===== src/rtl/result_bram_drain_if.sv =====
// Row stream produced by result_bram_drain: valid/ready handshake with
// lane-packed data and an end-of-drain marker.
interface result_bram_drain_if #(
  parameter int unsigned LANES  = 4,
  parameter int unsigned DATA_W = 32
) ();

  logic                      m_valid;
  logic                      m_ready;
  logic [LANES*DATA_W-1:0]   m_data;
  logic                      m_last;

  // Drain side drives the row; consumer returns ready.
  modport master (
    output m_valid,
    output m_data,
    output m_last,
    input  m_ready
  );

  modport slave (
    input  m_valid,
    input  m_data,
    input  m_last,
    output m_ready
  );

endinterface


===== src/rtl/result_bram_drain.sv =====
// Walks the result BRAM via port B and streams rows out with credit-based
// read issue. Optional running lane checksum under DRAIN_CHECKSUM_EN.
module result_bram_drain #(
  parameter int unsigned ADDR_W       = 10,
  parameter int unsigned LANES        = 4,
  parameter int unsigned DATA_W       = 32,
  parameter int unsigned READ_LATENCY = 2,
  parameter int unsigned FIFO_DEPTH   = 4
) (
  input  logic                           clk,
  input  logic                           rstn,
  input  logic                           start,
  input  logic [ADDR_W:0]                num_rows,
  output logic [ADDR_W-1:0]              bram_addr,
  output logic                           bram_en,
  input  logic [LANES-1:0][DATA_W-1:0]   bram_dout,
  result_bram_drain_if.master            stream,
  output logic                           busy,
  output logic                           done,
  output logic [31:0]                    checksum
);

  localparam int unsigned ROW_W  = LANES * DATA_W;
  localparam int unsigned CNT_W  = $clog2(FIFO_DEPTH + 1);
  localparam int unsigned PTR_W  = $clog2(FIFO_DEPTH);
  localparam int unsigned CRD_W  = CNT_W + 1;

  localparam logic [ADDR_W:0] ROWS_MAX = {1'b1, {ADDR_W{1'b0}}};

  localparam logic [1:0] S_IDLE  = 2'd0;
  localparam logic [1:0] S_RUN   = 2'd1;
  localparam logic [1:0] S_FLUSH = 2'd2;
  localparam logic [1:0] S_DONE  = 2'd3;

  logic [1:0]              state, state_n;
  logic [ADDR_W:0]         rows, rows_n;
  logic [ADDR_W:0]         issued, issued_n;
  logic [ADDR_W:0]         pushed, pushed_n;
  logic [ADDR_W:0]         rows_clamp;
  logic [CNT_W-1:0]        occ, occ_n;
  logic [CNT_W-1:0]        pend, pend_n;
  logic [PTR_W-1:0]        wr_ptr, wr_ptr_n;
  logic [PTR_W-1:0]        rd_ptr, rd_ptr_n;
  logic [READ_LATENCY-1:0] rd_pipe;
  logic [ROW_W-1:0]        mem   [FIFO_DEPTH];
  logic [ROW_W-1:0]        mem_n [FIFO_DEPTH];
  logic [FIFO_DEPTH-1:0]   last_mem, last_mem_n;

  logic                    push;
  logic                    pop;
  logic                    en_n;
  logic [ADDR_W-1:0]       addr_n;
  logic                    valid_n;
  logic [ROW_W-1:0]        data_n;
  logic                    last_n;
  logic                    busy_n;
  logic                    done_n;

  function automatic logic [PTR_W-1:0] ptr_inc(input logic [PTR_W-1:0] p);
    return (p == PTR_W'(FIFO_DEPTH - 1)) ? '0 : p + 1'b1;
  endfunction

  assign rows_clamp = (num_rows > ROWS_MAX) ? ROWS_MAX : num_rows;
  assign push       = rd_pipe[READ_LATENCY-1];
  assign pop        = stream.m_valid && stream.m_ready;

  // State register
  always_ff @(posedge clk) begin
    if (!rstn) state <= S_IDLE;
    else       state <= state_n;
  end

  // Next state, FIFO bookkeeping and credit-gated read issue
  always_comb begin
    state_n    = state;
    rows_n     = rows;
    issued_n   = issued;
    pushed_n   = pushed;
    occ_n      = occ;
    pend_n     = pend;
    wr_ptr_n   = wr_ptr;
    rd_ptr_n   = rd_ptr;
    mem_n      = mem;
    last_mem_n = last_mem;
    en_n       = 1'b0;
    addr_n     = bram_addr;
    valid_n    = 1'b0;
    data_n     = stream.m_data;
    last_n     = 1'b0;
    busy_n     = 1'b0;
    done_n     = 1'b0;

    case (state)
      S_IDLE: begin
        if (start) begin
          rows_n   = rows_clamp;
          issued_n = '0;
          pushed_n = '0;
          state_n  = (rows_clamp == '0) ? S_DONE : S_RUN;
        end
      end
      S_RUN: begin
        if (issued == rows) state_n = S_FLUSH;
      end
      S_FLUSH: begin
        if (pop && stream.m_last) state_n = S_DONE;
      end
      S_DONE: begin
        state_n = S_IDLE;
      end
      default: begin
        state_n = S_IDLE;
      end
    endcase

    // Returning read data lands in the FIFO tagged with its end-of-drain flag
    if (push) begin
      mem_n[wr_ptr]      = bram_dout;
      last_mem_n[wr_ptr] = (pushed == rows - (ADDR_W+1)'(1));
      wr_ptr_n           = ptr_inc(wr_ptr);
      pushed_n           = pushed + (ADDR_W+1)'(1);
    end
    if (pop) rd_ptr_n = ptr_inc(rd_ptr);

    occ_n  = occ + CNT_W'(push) - CNT_W'(pop);
    pend_n = pend + CNT_W'(bram_en) - CNT_W'(push);

    // Every slot is reserved at issue time, so the FIFO can never overflow
    if ((state_n == S_RUN) && (issued_n < rows_n) &&
        ((CRD_W'(occ_n) + CRD_W'(pend_n)) < CRD_W'(FIFO_DEPTH))) begin
      en_n     = 1'b1;
      addr_n   = issued_n[ADDR_W-1:0];
      issued_n = issued_n + (ADDR_W+1)'(1);
    end

    valid_n = (occ_n != '0);
    if (valid_n) begin
      data_n = mem_n[rd_ptr_n];
      last_n = last_mem_n[rd_ptr_n];
    end

    busy_n = (state_n == S_RUN) || (state_n == S_FLUSH);
    done_n = (state_n == S_DONE);
  end

  // Control, counters and registered outputs
  always_ff @(posedge clk) begin
    if (!rstn) begin
      rows           <= '0;
      issued         <= '0;
      pushed         <= '0;
      occ            <= '0;
      pend           <= '0;
      wr_ptr         <= '0;
      rd_ptr         <= '0;
      rd_pipe        <= '0;
      last_mem       <= '0;
      bram_en        <= 1'b0;
      bram_addr      <= '0;
      stream.m_valid <= 1'b0;
      stream.m_data  <= '0;
      stream.m_last  <= 1'b0;
      busy           <= 1'b0;
      done           <= 1'b0;
    end else begin
      rows           <= rows_n;
      issued         <= issued_n;
      pushed         <= pushed_n;
      occ            <= occ_n;
      pend           <= pend_n;
      wr_ptr         <= wr_ptr_n;
      rd_ptr         <= rd_ptr_n;
      rd_pipe        <= READ_LATENCY'({rd_pipe, bram_en});
      last_mem       <= last_mem_n;
      bram_en        <= en_n;
      bram_addr      <= addr_n;
      stream.m_valid <= valid_n;
      stream.m_data  <= data_n;
      stream.m_last  <= last_n;
      busy           <= busy_n;
      done           <= done_n;
    end
  end

  // Row storage needs no reset: occupancy gates every read of it
  always_ff @(posedge clk) begin
    mem <= mem_n;
  end

`ifdef DRAIN_CHECKSUM_EN
  logic [31:0] lane_sum;

  always_comb begin
    lane_sum = '0;
    for (int i = 0; i < int'(LANES); i++) begin
      lane_sum = lane_sum + 32'(stream.m_data[DATA_W*i +: DATA_W]);
    end
  end

  // Accumulates transferred rows; cleared by an accepted start
  always_ff @(posedge clk) begin
    if (!rstn)                        checksum <= '0;
    else if ((state == S_IDLE) && start) checksum <= '0;
    else if (pop)                     checksum <= checksum + lane_sum;
  end
`else
  assign checksum = '0;
`endif

endmodule


===== src/flat_wrapper.sv =====
// flat-port wrapper written by rule: the top's interface ports become plain ports
module result_bram_drain_flat 
#(
  parameter int unsigned ADDR_W       = 10,
  parameter int unsigned LANES        = 4,
  parameter int unsigned DATA_W       = 32,
  parameter int unsigned READ_LATENCY = 2,
  parameter int unsigned FIFO_DEPTH   = 4
)
  (clk, rstn, start, num_rows, bram_addr, bram_en, bram_dout, busy, done, checksum, stream_m_valid, stream_m_data, stream_m_last, stream_m_ready);
  result_bram_drain_if #(.LANES(LANES), .DATA_W(DATA_W)) stream_i ();
  input  logic clk;
  input  logic rstn;
  input  logic start;
  input  logic [ADDR_W:0] num_rows;
  output logic [ADDR_W-1:0] bram_addr;
  output logic bram_en;
  input  logic [LANES-1:0][DATA_W-1:0] bram_dout;
  output logic busy;
  output logic done;
  output logic [31:0] checksum;
  output wire logic [$bits(stream_i.m_valid)-1:0] stream_m_valid;
  output wire logic [$bits(stream_i.m_data)-1:0] stream_m_data;
  output wire logic [$bits(stream_i.m_last)-1:0] stream_m_last;
  input wire logic [$bits(stream_i.m_ready)-1:0] stream_m_ready;
  assign stream_m_valid = stream_i.m_valid;
  assign stream_m_data = stream_i.m_data;
  assign stream_m_last = stream_i.m_last;
  assign stream_i.m_ready = stream_m_ready;
  result_bram_drain #(.ADDR_W(ADDR_W), .LANES(LANES), .DATA_W(DATA_W), .READ_LATENCY(READ_LATENCY), .FIFO_DEPTH(FIFO_DEPTH)) u_core (.clk(clk), .rstn(rstn), .start(start), .num_rows(num_rows), .bram_addr(bram_addr), .bram_en(bram_en), .bram_dout(bram_dout), .stream(stream_i), .busy(busy), .done(done), .checksum(checksum));
endmodule

===== config.mk =====
export PLATFORM = sky130hd
export DESIGN_NAME = result_bram_drain_flat
export DESIGN_NICKNAME = d
export VERILOG_FILES = /design/src/rtl/result_bram_drain_if.sv /design/src/rtl/result_bram_drain.sv /design/src/flat_wrapper.sv
export SDC_FILE = /design/constraint.sdc
export NUM_CORES = 1
export LEC_CHECK = 0
export ABC_AREA = 1
export CORE_ASPECT_RATIO = 0.6
export CORE_MARGIN = 3
export CORE_UTILIZATION = 44
export CTS_BUF_LIST = sky130_fd_sc_hd__clkbuf_16
export DETAILED_ROUTE_END_ITERATION = 10
export PLACE_DENSITY = 0.74
export SYNTH_ARGS = -nofsm -noshare
export SYNTH_HDL_FRONTEND = slang
export SYNTH_SLANG_ARGS = --single-unit

===== constraint.sdc =====
create_clock -name clk -period 10.6 [get_ports clk]
set_input_delay 1.59 -clock clk [delete_from_list [all_inputs] [get_ports clk]]
set_output_delay 1.59 -clock clk [all_outputs]
set_load 0.05 [all_outputs]

Word level (Yosys, flattened, before mapping)
Cells that the tools add are included.
{"block": "word_totals", "regBits": 706, "latchBits": 0, "ramBits": 0, "romBits": 0, "output_inout_bits": 175, "elab_cells": 97, "n_memories": 0}
{"block": "op_classes", "addsub": 10, "mul": 0, "div": 0, "magnitude_cmp": 9, "n_eq_ne": 10, "shifts": 0, "muxes": 31, "n_bitwise": 2, "n_reduce_logical": 14}
{"op": "512-bit bitwise mux", "n": 1}
{"op": "512-bit two-way mux", "n": 1}
{"op": "128-bit two-way mux", "n": 3}
{"op": "128-bit binary-select mux with 2-bit select", "n": 1}
{"op": "128-bit demux with 2-bit select", "n": 1}
{"op": "11-bit two-way mux", "n": 9}
{"op": "11-bit by 1-bit adder with 11-bit output, second input constant", "n": 2}
{"op": "11-bit equality test", "n": 2}
{"op": "2-bit two-way mux", "n": 7}
{"op": "2-bit equality test, second input constant", "n": 6}
{"op": "11-bit > comparator, second input constant", "n": 1}
{"op": "11-bit logical NOT", "n": 1}
{"op": "11-bit < comparator", "n": 1}
{"op": "11-bit by 1-bit subtractor with 11-bit output, second input constant", "n": 1}
{"op": "2-bit case mux with 4 select lines", "n": 1}
{"op": "3-bit by 1-bit adder with 3-bit output", "n": 2}
{"op": "3-bit greater-or-equal comparator, second input constant", "n": 2}
{"op": "1-bit logical AND", "n": 6}
{"op": "2-bit by 3-bit < comparator with 1-bit output, second input constant", "n": 2}
{"op": "2-bit NOT with 3-bit output", "n": 2}
{"op": "3-bit by 1-bit subtractor with 3-bit output", "n": 2}
{"op": "2-bit by 1-bit adder with 2-bit output, second input constant", "n": 2}
{"op": "3-bit by 3-bit adder with 4-bit output", "n": 1}
{"op": "4-bit bitwise mux", "n": 1}
{"op": "other kinds (13)", "n": 18}

Logic depth before layout (Yosys ltp)
Gate-level depths: netlist of run 1.
{"block": "depth", "word_depth": 10, "mapped_depth": 20, "mapped_depth_nobuf": 19}

Worst setup path after synthesis of run 1
OpenSTA, ideal clock, no wires.
{"block": "synth_timing", "kind": "input -> register", "start": "input port stream_m_ready", "end": "register u_core.issued[4]", "setup_time_ns": 0.121, "arrival_ns": 4.372, "required_time_ns": 10.479, "path_slack_ns": 6.107, "stages": 17, "path_buffers": 1, "cell_sequence": "nand2_1 -> inv_2 -> ha_1 -> inv_1 -> ha_1 -> fa_1 -> xor2_1 -> xor2_1 -> inv_1 -> ha_1 -> nor3b_1 -> nand3_1 -> nor4_1 -> nand2_2 -> clkbuf_1 -> nor4_1 -> nor2_1"}
{"element": "start, declared", "line": "flat_wrapper.sv:25", "source": "input wire logic [$bits(stream_i.m_ready)-1:0] stream_m_ready;"}
{"element": "1-bit logical AND", "line": "result_bram_drain.sv:65", "source": "assign pop = stream.m_valid && stream.m_ready;"}
{"element": "3-bit by 1-bit subtractor with 3-bit output", "line": "result_bram_drain.sv:125", "source": "occ_n = occ + CNT_W'(push) - CNT_W'(pop);"}
{"element": "via u_core.occ_n[2]", "line": "result_bram_drain.sv:40", "source": "logic [CNT_W-1:0] occ, occ_n;"}
{"element": "3-bit by 3-bit adder with 4-bit output", "line": "result_bram_drain.sv:130", "source": "((CRD_W'(occ_n) + CRD_W'(pend_n)) < CRD_W'(FIFO_DEPTH))) begin"}
{"element": "4-bit by 3-bit < comparator with 1-bit output", "line": "result_bram_drain.sv:130"}
{"element": "1-bit logical AND", "line": "result_bram_drain.sv:129", "source": "if ((state_n == S_RUN) && (issued_n < rows_n) &&"}
{"element": "11-bit two-way mux", "line": "result_bram_drain.sv:129"}
{"element": "end signal, assigned", "line": "result_bram_drain.sv:167", "source": "issued <= issued_n;"}
{"element": "end, declared", "line": "result_bram_drain.sv:37", "source": "logic [ADDR_W:0] issued, issued_n;"}
The timed path passes the listed nets, and every way through them passes these cells.
A chain may end at the register's enable or synchronous reset.

Worst setup path after layout of run 1
{"block": "layout_timing", "start": "input port stream_m_ready", "end": "register u_core.issued[6]"}
Same word-level chain as after synthesis.

==> results of run 1 <==
-- worst min-delay path by stage --
stage,endpoint,slack (ns),cells after the start
2_1_floorplan,u_core.rd_pipe[1],0.39,2
3_3_place_gp,u_core.rd_pipe[1],0.39,2
3_5_place_dp,u_core.rd_pipe[1],0.40,2
4_1_cts,u_core.rd_pipe[1],0.41,2
5_1_grt,u_core.rd_pipe[1],0.45,2
6_report,u_core.rd_pipe[1],0.41,2
-- worst max-delay path: stages --
cell	delay, ns
clkdlybuf4s50_1	0.41
nand2_1	0.18
inv_2	0.11
ha_1	0.28
inv_1	0.04
ha_1	0.18
fa_1	0.40
xor2_1	0.17
xor2_1	0.20
inv_1	0.08
ha_1	0.27
nor3b_1	0.21
nand3_1	0.12
nor4_1	0.32
nand2_2	0.27
inv_2	0.41
nand3_1	0.15
nand2_1	0.09
a21oi_1	0.05
-- where the power goes --
group / internal (mW) / switching [mW] / leakage, nW
logic: 1.43 / 2.83 / 11.8
clock network: 1.34 / 1.06 / 1.08
registers: 3.32 / 0.239 / 5.83
total: 6.09 / 4.13 / 18.7
-- cell usage after synthesis (2+ instances only) --
| cell type | n | area [um^2] |
|---|---|---|
| a21oi_1 | 235 | 1180 |
| nand2_1 | 360 | 1350 |
| o221ai_1 | 19 | 166 |
| o21ai_0 | 444 | 2220 |
| o21ai_1 | 127 | 636 |
| o31ai_1 | 2 | 15.0 |
| xor2_1 | 18 | 158 |
| or2_2 | 229 | 1430 |
| nand2_2 | 5 | 31.3 |
| nand3b_1 | 4 | 30.0 |
| inv_2 | 13 | 48.8 |
| nor4_1 | 7 | 43.8 |
| mux2i_1 | 142 | 1420 |
| a221oi_1 | 2 | 17.5 |
| or2_0 | 20 | 125 |
| nor3_1 | 13 | 65.1 |
| o21ai_2 | 2 | 17.5 |
| buf_4 | 38 | 285 |
| a22oi_1 | 4 | 30.0 |
| buf_1 | 10 | 37.5 |
| ha_1 | 26 | 325 |
| nor3b_1 | 3 | 22.5 |
| fa_1 | 2 | 40.0 |
| buf_6 | 2 | 22.5 |
| nand3_1 | 143 | 716 |
| nor2_1 | 73 | 274 |
| inv_1 | 642 | 2410 |
| clkbuf_1 | 127 | 477 |
| xnor2_1 | 4 | 35.0 |
| dfxtp_1 | 706 | 14100 |
| nand4_1 | 7 | 43.8 |
| buf_2 | 90 | 450 |
| o22ai_1 | 3 | 18.8 |
| o211ai_1 | 158 | 1190 |
| or2_1 | 14 | 87.6 |
-- cells by family after synthesis --
kind of cell               count (synthesis)  share of synthesized area [%]
and+or+nand+nor                          882                           14.4
AOI/OAI and AO/OA                       1000                           18.6
DFF                                      706                           47.7
xor gates and xnor gates                  22                          0.650
other                                      1                         0.0126
muxes                                    142                           4.79
buffers and inverters                    924                           12.6
adders and majority gates                 28                           1.23
-- final cells by class --
type / count / area share, %
Tap cell: 900 / 3.23
Inverter: 656 / 7.11
Multi-Input combinational cell: 2106 / 34.2
Antenna cell: 4 / 0.0287
Clock inverter: 53 / 1.24
Timing Repair Buffer: 307 / 8.72
Clock buffer: 69 / 4.95
Sequential cell: 706 / 40.5
-- sequential cells by signal (all words and copies together), names as in the netlist, 4 cells and up --
signal,flops
u_core.mem,512
u_core.issued,11
u_core.pushed,11
u_core.rows,11
u_core.bram_addr,10
u_core.last_mem,4
u_core.stream.m_data,128
-- layer usage --
metal | wire, um | global-route usage [%] | vias up
li1 | - | - | 12200
met1 | 40100 | 32.6 | 11400
met3 | 4590 | 4.03 | 87
met5 | 24 | 0 | -
met4 | 1160 | 5.22 | 4
met2 | 34900 | 33.5 | 683
==> flow_metrics.env, run 1 <==
export IMPL_routability_congestion_estimate_from_global_placement=0.860
export IMPL_setup_viol=0
export IMPL_worstHoldPathType="register to register"
export IMPL_number_of_antenna_violations_at_the_first_check_in_global_routing=5
export IMPL_final_cell_mix="dfxtp_1 (706), inv_1 (650), o21ai_0 (444)"
export IMPL_worst_r2r_startpoint="u_core.stream.m_valid"
export IMPL_worst_setup_path_type="input port to register"
export IMPL_ys_warn_count=0
export IMPL_postCtsSetupRepairBufs=0
export IMPL_syn_cell_area_um2=29600
export IMPL_grt_pass1_wl_um=128000
export IMPL_hold_violations=0
export IMPL_setup_worst_path_end_class="register"
export IMPL_clock_sinks=706
export IMPL_layout_commonest_cell="dfxtp_1"
export IMPL_pre_cts_ws_ns=4.98
export IMPL_core_region_area_um2=66500
export IMPL_cts_clk_slew_worst_paths_ns=0.06
export IMPL_setup_worst_path_start="stream_m_ready"
export IMPL_fmax_mhz=198
export IMPL_setup_total_negative_slack_ns=0
export IMPL_dominantRegCellSynth="dfxtp_1"
export IMPL_layout_cell_area_non_filler_um2=34900
export IMPL_dp_final_hpwl_um=47400
export IMPL_cts_root_buffer_cell="clkbuf_16"
export IMPL_tritoncts="built"
export IMPL_timing_critical_path_arrival_ns=5.55
export IMPL_yosys_cell_types_count=46
export IMPL_die_w_um=341
export IMPL_cts_resized=0
export IMPL_tritoncts_num_buffers=67
export IMPL_report_final_slew_viol_count=0
export IMPL_cellPowerDensity_nw_per_um2=293
export IMPL_r2r_end="u_core.issued[6]"
export IMPL_max_cap_violations=0
export IMPL_num_vias=24400
export IMPL_post_synth_cell_area_avg_um2=8.00
export IMPL_row_count=73
export IMPL_ios=318
export IMPL_postPlaceCellArea_um2=32700
export IMPL_timing_worst_slew_pin_value_ns=1.11
export IMPL_power_ir_vdd_worst_uv=241
export IMPL_critPathLaunchType="input port"
export IMPL_post_route_util_pct=52.5
export IMPL_cts_max_level=3
export IMPL_areaGrowthSynthToFinish_pct=17.7
export IMPL_fillers=6238
export IMPL_grt_pass1_vias=22900
export IMPL_finalClockSkew_ns=0.0262
export IMPL_worst_skew_pair_late_latency_ns=0.61
export IMPL_cts_hold_buffers=0
export IMPL_grt_total_usage_pct=22.1
export IMPL_worstPathMaxFanout=29
export IMPL_multi_input_area_um2=11900
export IMPL_routed_wire_length_per_instance_um=16.8
export IMPL_hold_ws_ns=0.411
export IMPL_grt_remaining_overflow=0
export IMPL_synth_edf_count=0
export IMPL_area_sequential_um2=14100
export IMPL_leakage_power_of_the_design_nw=18.7
export IMPL_crit_end="u_core.issued[6]"
export IMPL_floorplan_initialDensity_pct=44.6
export IMPL_grt_start_max_net_pins=193
export IMPL_floorplan_die_height_um=207
export IMPL_ys_ff_latch=706
export IMPL_syn_inst=3705
export IMPL_min_period_over_period_pct=47.7
export IMPL_layout_setup_ws_ns=5.54
export IMPL_drt_iter0_markers=1825
export IMPL_reg2reg_slack_ns=6.64
export IMPL_postRouteWirelength_um=80800
export IMPL_dieArea_um2=70600
export IMPL_fin_crit_ns=5.06
export IMPL_grt_setup_unrepaired="false"
export IMPL_share_of_final_layout_standard_cells_stronger_than_drive_strength_1_pct=9.67
export IMPL_finish_cell_count_without_fillers=4801
export IMPL_post_route_drc_count=0
export IMPL_layout_nets=4015
export IMPL_run_status="finished clean"
export IMPL_place_inst=4675
export IMPL_seq_area_frac_synth_pct=47.7
export IMPL_required_ns=11.09
export IMPL_timing_slew_headroom_pct=25.8
export IMPL_reg2reg_depth=18
export IMPL_detail_route_first_pass_iterations=5
export IMPL_io_buffers=285
export IMPL_hold_path_startpoint="u_core.rd_pipe[0]"
export IMPL_totalPowerFinal_mw=10.2
export IMPL_detail_route_antenna_nets=0
export IMPL_cts_root_to_sink_buffers=3
export IMPL_post_drt_via_cell_ratio=5.07
export IMPL_synthArstFlopShare_pct=0
Power figures use the tool's default switching activity.
==> inputs of run 2 (changes only) <==
--- a/config.mk
+++ b/config.mk
@@ -11,7 +11,7 @@
 export CORE_UTILIZATION = 44
 export CTS_BUF_LIST = sky130_fd_sc_hd__clkbuf_16
 export DETAILED_ROUTE_END_ITERATION = 10
-export PLACE_DENSITY = 0.74
+export PLACE_DENSITY = 0.76
 export SYNTH_ARGS = -nofsm -noshare
 export SYNTH_HDL_FRONTEND = slang
 export SYNTH_SLANG_ARGS = --single-unit
==> constraint.sdc (replaced) <==
create_clock -name clk -period 4.3 [get_ports clk]
set_input_delay 0.645 -clock clk [delete_from_list [all_inputs] [get_ports clk]]
set_output_delay 0.645 -clock clk [all_outputs]
set_load 0.05 [all_outputs]
==> run 2 against run 1 <==
Clock skew fell by 0.0022 ns. Worst hold slack got worse by 0.020 ns. Largest power group unchanged. Largest cell class unchanged. Critical path depth increased by 1. Global-route usage decreased by 0.11 points.
==> flow_metrics.env, run 2 (synthesis gave the netlist of run 1 again) <==
export IMPL_run_status="finished clean"
export IMPL_clock_sinks=706
export IMPL_power_switching_mw=10.3
export IMPL_floorplan_initialDensity_pct=44.6
export IMPL_internal_power_mw=15.4
export IMPL_postRouteWirelength_um=80400
export IMPL_setup_total_negative_slack_ns=0
export IMPL_critPathLaunchType="input port"
export IMPL_cts_resized=0
export IMPL_areaGrowthSynthToFinish_pct=19.0
export IMPL_power_share_switching_pct=40.0
export IMPL_finish_cell_count_without_fillers=4825
export IMPL_post_route_drc_count=0
export IMPL_number_of_flip_flops_under_the_largest_register_name=512
export IMPL_post_drt_via_cell_ratio=5.09
export IMPL_fmax_mhz=272
export IMPL_grt_total_usage_pct=22.0
export IMPL_timing_slew_headroom_pct=42.1
export IMPL_grt_remaining_overflow=0
export IMPL_share_of_final_layout_standard_cells_stronger_than_drive_strength_1_pct=10.3
export IMPL_floorplan_die_height_um=207
export IMPL_cts_root_buffer_cell="clkbuf_16"
export IMPL_ios=318
export IMPL_routed_wire_length_per_instance_um=16.7
export IMPL_worstHoldPathType="input port to register"
export IMPL_setup_viol=0
export IMPL_tritoncts="built"
export IMPL_place_inst=4701
export IMPL_final_cell_mix="dfxtp_1 (706), inv_1 (653), o21ai_0 (444)"
export IMPL_hold_violations=0
export IMPL_num_vias=24600
export IMPL_min_period_over_period_pct=85.5
export IMPL_report_final_slew_viol_count=0
export IMPL_cellPowerDensity_nw_per_um2=729
export IMPL_top_regs="u_core.mem (512), u_core.stream.m_data (128)"
export IMPL_cts_max_level=3
export IMPL_row_count=73
export IMPL_routability_congestion_estimate_from_global_placement=0.890
export IMPL_max_flop_register="u_core.mem"
export IMPL_grt_pass1_vias=23300
export IMPL_clock_power_share_pct=22.5
export IMPL_grt_setup_unrepaired="false"
export IMPL_grt_start_max_net_pins=143
export IMPL_combinational_power_share_pct=43.4
export IMPL_layout_nets=4042
export IMPL_core_region_area_um2=66500
export IMPL_worstPathMaxFanout=15
export IMPL_dieArea_um2=70600
export IMPL_seq_power_share_pct=34.2
export IMPL_required_ns=4.84
export IMPL_die_w_um=341
export IMPL_leakage_power_of_the_design_nw=18.9
export IMPL_finalClockSkew_ns=0.0240
export IMPL_layout_commonest_cell="dfxtp_1"
export IMPL_fin_crit_ns=3.68
export IMPL_cts_hold_buffers=0
export IMPL_number_of_antenna_violations_at_the_first_check_in_global_routing=7
export IMPL_tritoncts_num_buffers=68
export IMPL_detail_route_first_pass_iterations=5
export IMPL_grt_pass1_wl_um=127000
export IMPL_detail_route_antenna_nets=0
export IMPL_cts_root_to_sink_buffers=3
export IMPL_max_cap_violations=0
export IMPL_drt_iter0_markers=1884
export IMPL_cts_clk_slew_worst_paths_ns=0.06
export IMPL_worst_skew_pair_late_latency_ns=0.61
export IMPL_timing_worst_slew_pin_value_ns=0.868
export IMPL_setup_worst_path_end_class="register"
export IMPL_power_ir_vdd_worst_uv=399
export IMPL_postCtsSetupRepairBufs=0
export IMPL_io_buffers=285
export IMPL_dp_final_hpwl_um=48600
export IMPL_timing_critical_path_arrival_ns=4.22
export IMPL_worst_setup_path_type="input port to register"
run 2: power groups by stage:
stage          Sequential (mW)  Clock, mW  Combinational, mW
6_report                  8.79       5.78               11.2
5_1_grt                   8.92       6.17               12.3
2_1_floorplan             10.5          0               6.18
3_5_place_dp              8.91          0               11.1
4_1_cts                   8.79       5.92               11.2
3_3_place_gp              8.87          0               10.8
run 2: through the flow:
step	util [%]	total power, mW	area [um^2]	hold WS [ns]	worst slack, ns
floorplan	-	16.7	29800	0.390	0.752
global placement	49.8	19.7	33100	0.394	0.0639
detailed placement	49.8	20.0	33100	0.404	0.00267
CTS	53.0	25.9	35300	0.344	0.667
global route	53.0	27.4	35300	0.377	0.347
finish	53.0	25.7	35300	0.392	0.623
run 2: worst paths after layout:
check | from | to | slack (ns) | cells after the start
worst min register to register | u_core.rd_pipe[0] | u_core.rd_pipe[1] | 0.42 | 2
worst max-delay path | stream_m_ready | u_core.bram_addr[7] | 0.62 | 20
worst max register to register | u_core.stream.m_valid | u_core.bram_addr[7] | 0.71 | 19
worst min-delay path | rstn | u_core.issued[7] | 0.39 | 3
run 2: cell type report:
| type | instances | area (um^2) |
|---|---|---|
| Fill cell | 6175 | 31200 |
| Sequential cell | 706 | 14100 |
| Multi-Input combinational cell | 2106 | 11900 |
| Timing Repair Buffer | 333 | 3460 |
| Inverter | 656 | 2480 |
| Clock buffer | 71 | 1780 |
| Tap cell | 900 | 1130 |
| Clock inverter | 49 | 339 |
| Antenna cell | 4 | 10.0 |
run 2: critical path, stage by stage:
cell	delay, ns
clkdlybuf4s50_1	0.42
nand2_1	0.18
inv_2	0.06
ha_1	0.27
inv_1	0.04
ha_1	0.19
fa_1	0.40
xor2_1	0.18
xor2_1	0.20
inv_1	0.08
ha_1	0.27
nor3b_1	0.20
nand3_1	0.09
nor4_1	0.23
buf_4	0.16
nand2_2	0.06
inv_2	0.10
buf_4	0.21
o21ai_0	0.11
a21oi_1	0.13
run 2: per-layer routing:
metal / up-vias / share of wire (%) / global-route usage (%)
li1: 12300 / - / -
met2: 705 / 43 / 33.5
met5: - / 0.072 / 0
met1: 11500 / 49 / 32.0
met4: 8 / 1.5 / 5.40
met3: 101 / 6.3 / 4.33
==> inputs of run 3 (changes only) <==
--- a/config.mk
+++ b/config.mk
@@ -10,8 +10,10 @@
 export CORE_MARGIN = 3
 export CORE_UTILIZATION = 44
 export CTS_BUF_LIST = sky130_fd_sc_hd__clkbuf_16
+export CTS_CLUSTER_SIZE = 10
 export DETAILED_ROUTE_END_ITERATION = 10
 export PLACE_DENSITY = 0.76
+export RECOVER_POWER = 50
 export SYNTH_ARGS = -nofsm -noshare
 export SYNTH_HDL_FRONTEND = slang
 export SYNTH_SLANG_ARGS = --single-unit
==> run 3 against run 2 <==
The run now ends with max-capacitance violations, max-slew violations left. First-iteration DRC count fell by 0.48%. Largest power group unchanged. Worst hold slack worse by 0.012 ns. Combinational power about the same. Count of clock-buffer cells in the layout increased by 12. Routed wire length rose by 0.28%. Sequential power about the same. Critical path depth down 11. Die area unchanged.
==> flow_metrics.env, run 3 (synthesis gave the netlist of run 1 again) <==
export IMPL_grt_total_usage_pct=22.1
export IMPL_setup_worst_path_start="u_core.rd_pipe[1]"
export IMPL_finalClockSkew_ns=0.0227
export IMPL_timing_slew_headroom_pct=-130
export IMPL_number_of_flip_flops_under_the_largest_register_name=512
export IMPL_grt_busiest_layer="met2"
export IMPL_grt_use_met3_pct=4.29
export IMPL_number_of_antenna_violations_at_the_first_check_in_global_routing=7
export IMPL_share_of_final_layout_standard_cells_stronger_than_drive_strength_1_pct=9.82
export IMPL_grt_pass1_vias=23600
export IMPL_drt_iter0_markers=1875
export IMPL_areaGrowthSynthToFinish_pct=18.7
export IMPL_delay_of_the_slowest_cell_on_the_worst_path_ns=0.84
export IMPL_postRouteWirelength_um=80600
export IMPL_post_drt_via_cell_ratio=5.13
export IMPL_critPathLaunchType="register"
export IMPL_required_ns=4.78
export IMPL_tritoncts="built"
export IMPL_run_status="finished with violations"
export IMPL_crit_chain="clkbuf_1 > nand2_1 > clkbuf_4 > o21ai_0 > a21oi_1 > o21ai_0 > nand3_1 > o211ai_1 > inv_1"
export IMPL_worstPathMaxFanout=99
export IMPL_layout_setup_ws_ns=0.573
export IMPL_grt_setup_unrepaired="false"
export IMPL_max_cap_violations=3
export IMPL_fin_crit_ns=3.73
export IMPL_row_count=73
export IMPL_fmax_mhz=268
export IMPL_detail_route_first_pass_iterations=7
export IMPL_timing_critical_path_arrival_ns=4.20
export IMPL_post_route_drc_count=0
export IMPL_layout_nets=4055
export IMPL_worst_skew_pair_late_latency_ns=0.62
export IMPL_met2_layer_usage_reported_by_global_route_pct=33.9
export IMPL_critical_path_slowest_cell="clkbuf_4"
export IMPL_max_flop_register="u_core.mem"
export IMPL_worstHoldPathType="input port to register"
export IMPL_dieArea_um2=70600
export IMPL_top_regs="u_core.mem (512), u_core.stream.m_data (128)"
export IMPL_final_cell_mix="dfxtp_1 (706), inv_1 (647), o21ai_0 (471)"
export IMPL_timing_worst_slew_pin_value_ns=3.44
export IMPL_report_final_slew_viol_count=321
export IMPL_hold_violations=0
export IMPL_ios=318
export IMPL_die_w_um=341
export IMPL_routability_congestion_estimate_from_global_placement=0.890
export IMPL_cts_clk_slew_worst_paths_ns=0.05
export IMPL_num_vias=24600
export IMPL_power_ir_vdd_worst_uv=432
export IMPL_io_buffers=285
export IMPL_detail_route_antenna_nets=0
export IMPL_floorplan_initialDensity_pct=44.6
export IMPL_cts_resized=0
export IMPL_setup_viol=0
export IMPL_cp_num_buf_inv=3
export IMPL_postCtsSetupRepairBufs=0
export IMPL_layout_commonest_cell="dfxtp_1"
export IMPL_layout_cell_area_non_filler_um2=35200
export IMPL_cp_top_family="buffers and inverters"
export IMPL_setup_worst_path_end_class="register"
export IMPL_grt_remaining_overflow=0
export IMPL_cellPowerDensity_nw_per_um2=735
export IMPL_cts_hold_buffers=0
export IMPL_hold_ws_ns=0.380
export IMPL_cts_max_level=3
export IMPL_tritoncts_num_buffers=81
export IMPL_grt_pass1_wl_um=128000
export IMPL_globalRouteMet1Util_pct=31.7
export IMPL_worst_r2r_startpoint="u_core.rd_pipe[1]"
export IMPL_pre_cts_ws_ns=0.00267
export IMPL_grt_start_max_net_pins=143
export IMPL_clock_sinks=706
export IMPL_worst_setup_path_type="register to register"
export IMPL_min_period_over_period_pct=86.7
export IMPL_cts_root_to_sink_buffers=3
export IMPL_routed_wire_length_per_instance_um=16.8
export IMPL_cts_root_buffer_cell="clkbuf_16"
export IMPL_violations="max-capacitance violations, max-slew violations"
export IMPL_setup_total_negative_slack_ns=0
export IMPL_postPlaceCellArea_um2=33100
export IMPL_leakage_power_of_the_design_nw=18.8
export IMPL_floorplan_die_height_um=207
export IMPL_core_region_area_um2=66500
export IMPL_dp_final_hpwl_um=48600
export IMPL_most_common_cell_type_on_the_critical_path="o21ai_0"
export IMPL_hold_path_startpoint="rstn"
-- run 3: stage by stage --
stage	power [mW]	util, %	std cells
4_1_cts	26.0	53.1	4792
6_report	25.9	52.9	4795
3_5_place_dp	20.0	49.8	4701
3_3_place_gp	19.7	49.8	4701
2_1_floorplan	16.7	-	3736
5_1_grt	27.5	52.9	4795
-- run 3: cell type report --
| type | count | area, um^2 |
|---|---|---|
| clock buffer | 83 | 2080 |
| tap | 900 | 1130 |
| fill | 6176 | 31300 |
| antenna | 3 | 7.51 |
| clock inverter | 8 | 51.3 |
| multi-input combinational | 2106 | 11900 |
| inverter | 656 | 2480 |
| sequential | 706 | 14100 |
| timing repair buffer | 333 | 3390 |
-- run 3: final timing paths --
| kind | cells past startpoint | endpoint | slack (ns) |
|---|---|---|---|
| worst max register to register | 9 | u_core.stream.m_data[60] | 0.57 |
| worst max-delay path | 9 | u_core.stream.m_data[60] | 0.57 |
| worst min-delay path | 3 | u_core.issued[7] | 0.38 |
| worst min register to register | 2 | u_core.rd_pipe[1] | 0.42 |
-- run 3: worst register-to-register path: stages (launching register included) --
cell,delay [ns]
dfxtp_1,0.37
clkbuf_1,0.64
nand2_1,0.47
clkbuf_4,0.84
o21ai_0,0.68
a21oi_1,0.10
o21ai_0,0.18
nand3_1,0.13
o211ai_1,0.11
inv_1,0.08
-- run 3: layer usage --
metal	part of all wire, %	vias up
met5	0.081	-
met4	2.0	8
met3	6.6	132
met2	43	771
met1	48	11500
li1	-	12200
-- run 3: power by group --
group | switching (mW) | internal, mW | total [mW]
clock network | 2.53 | 3.39 | 5.92
logic | 7.09 | 4.07 | 11.2
registers | 0.599 | 8.20 | 8.80
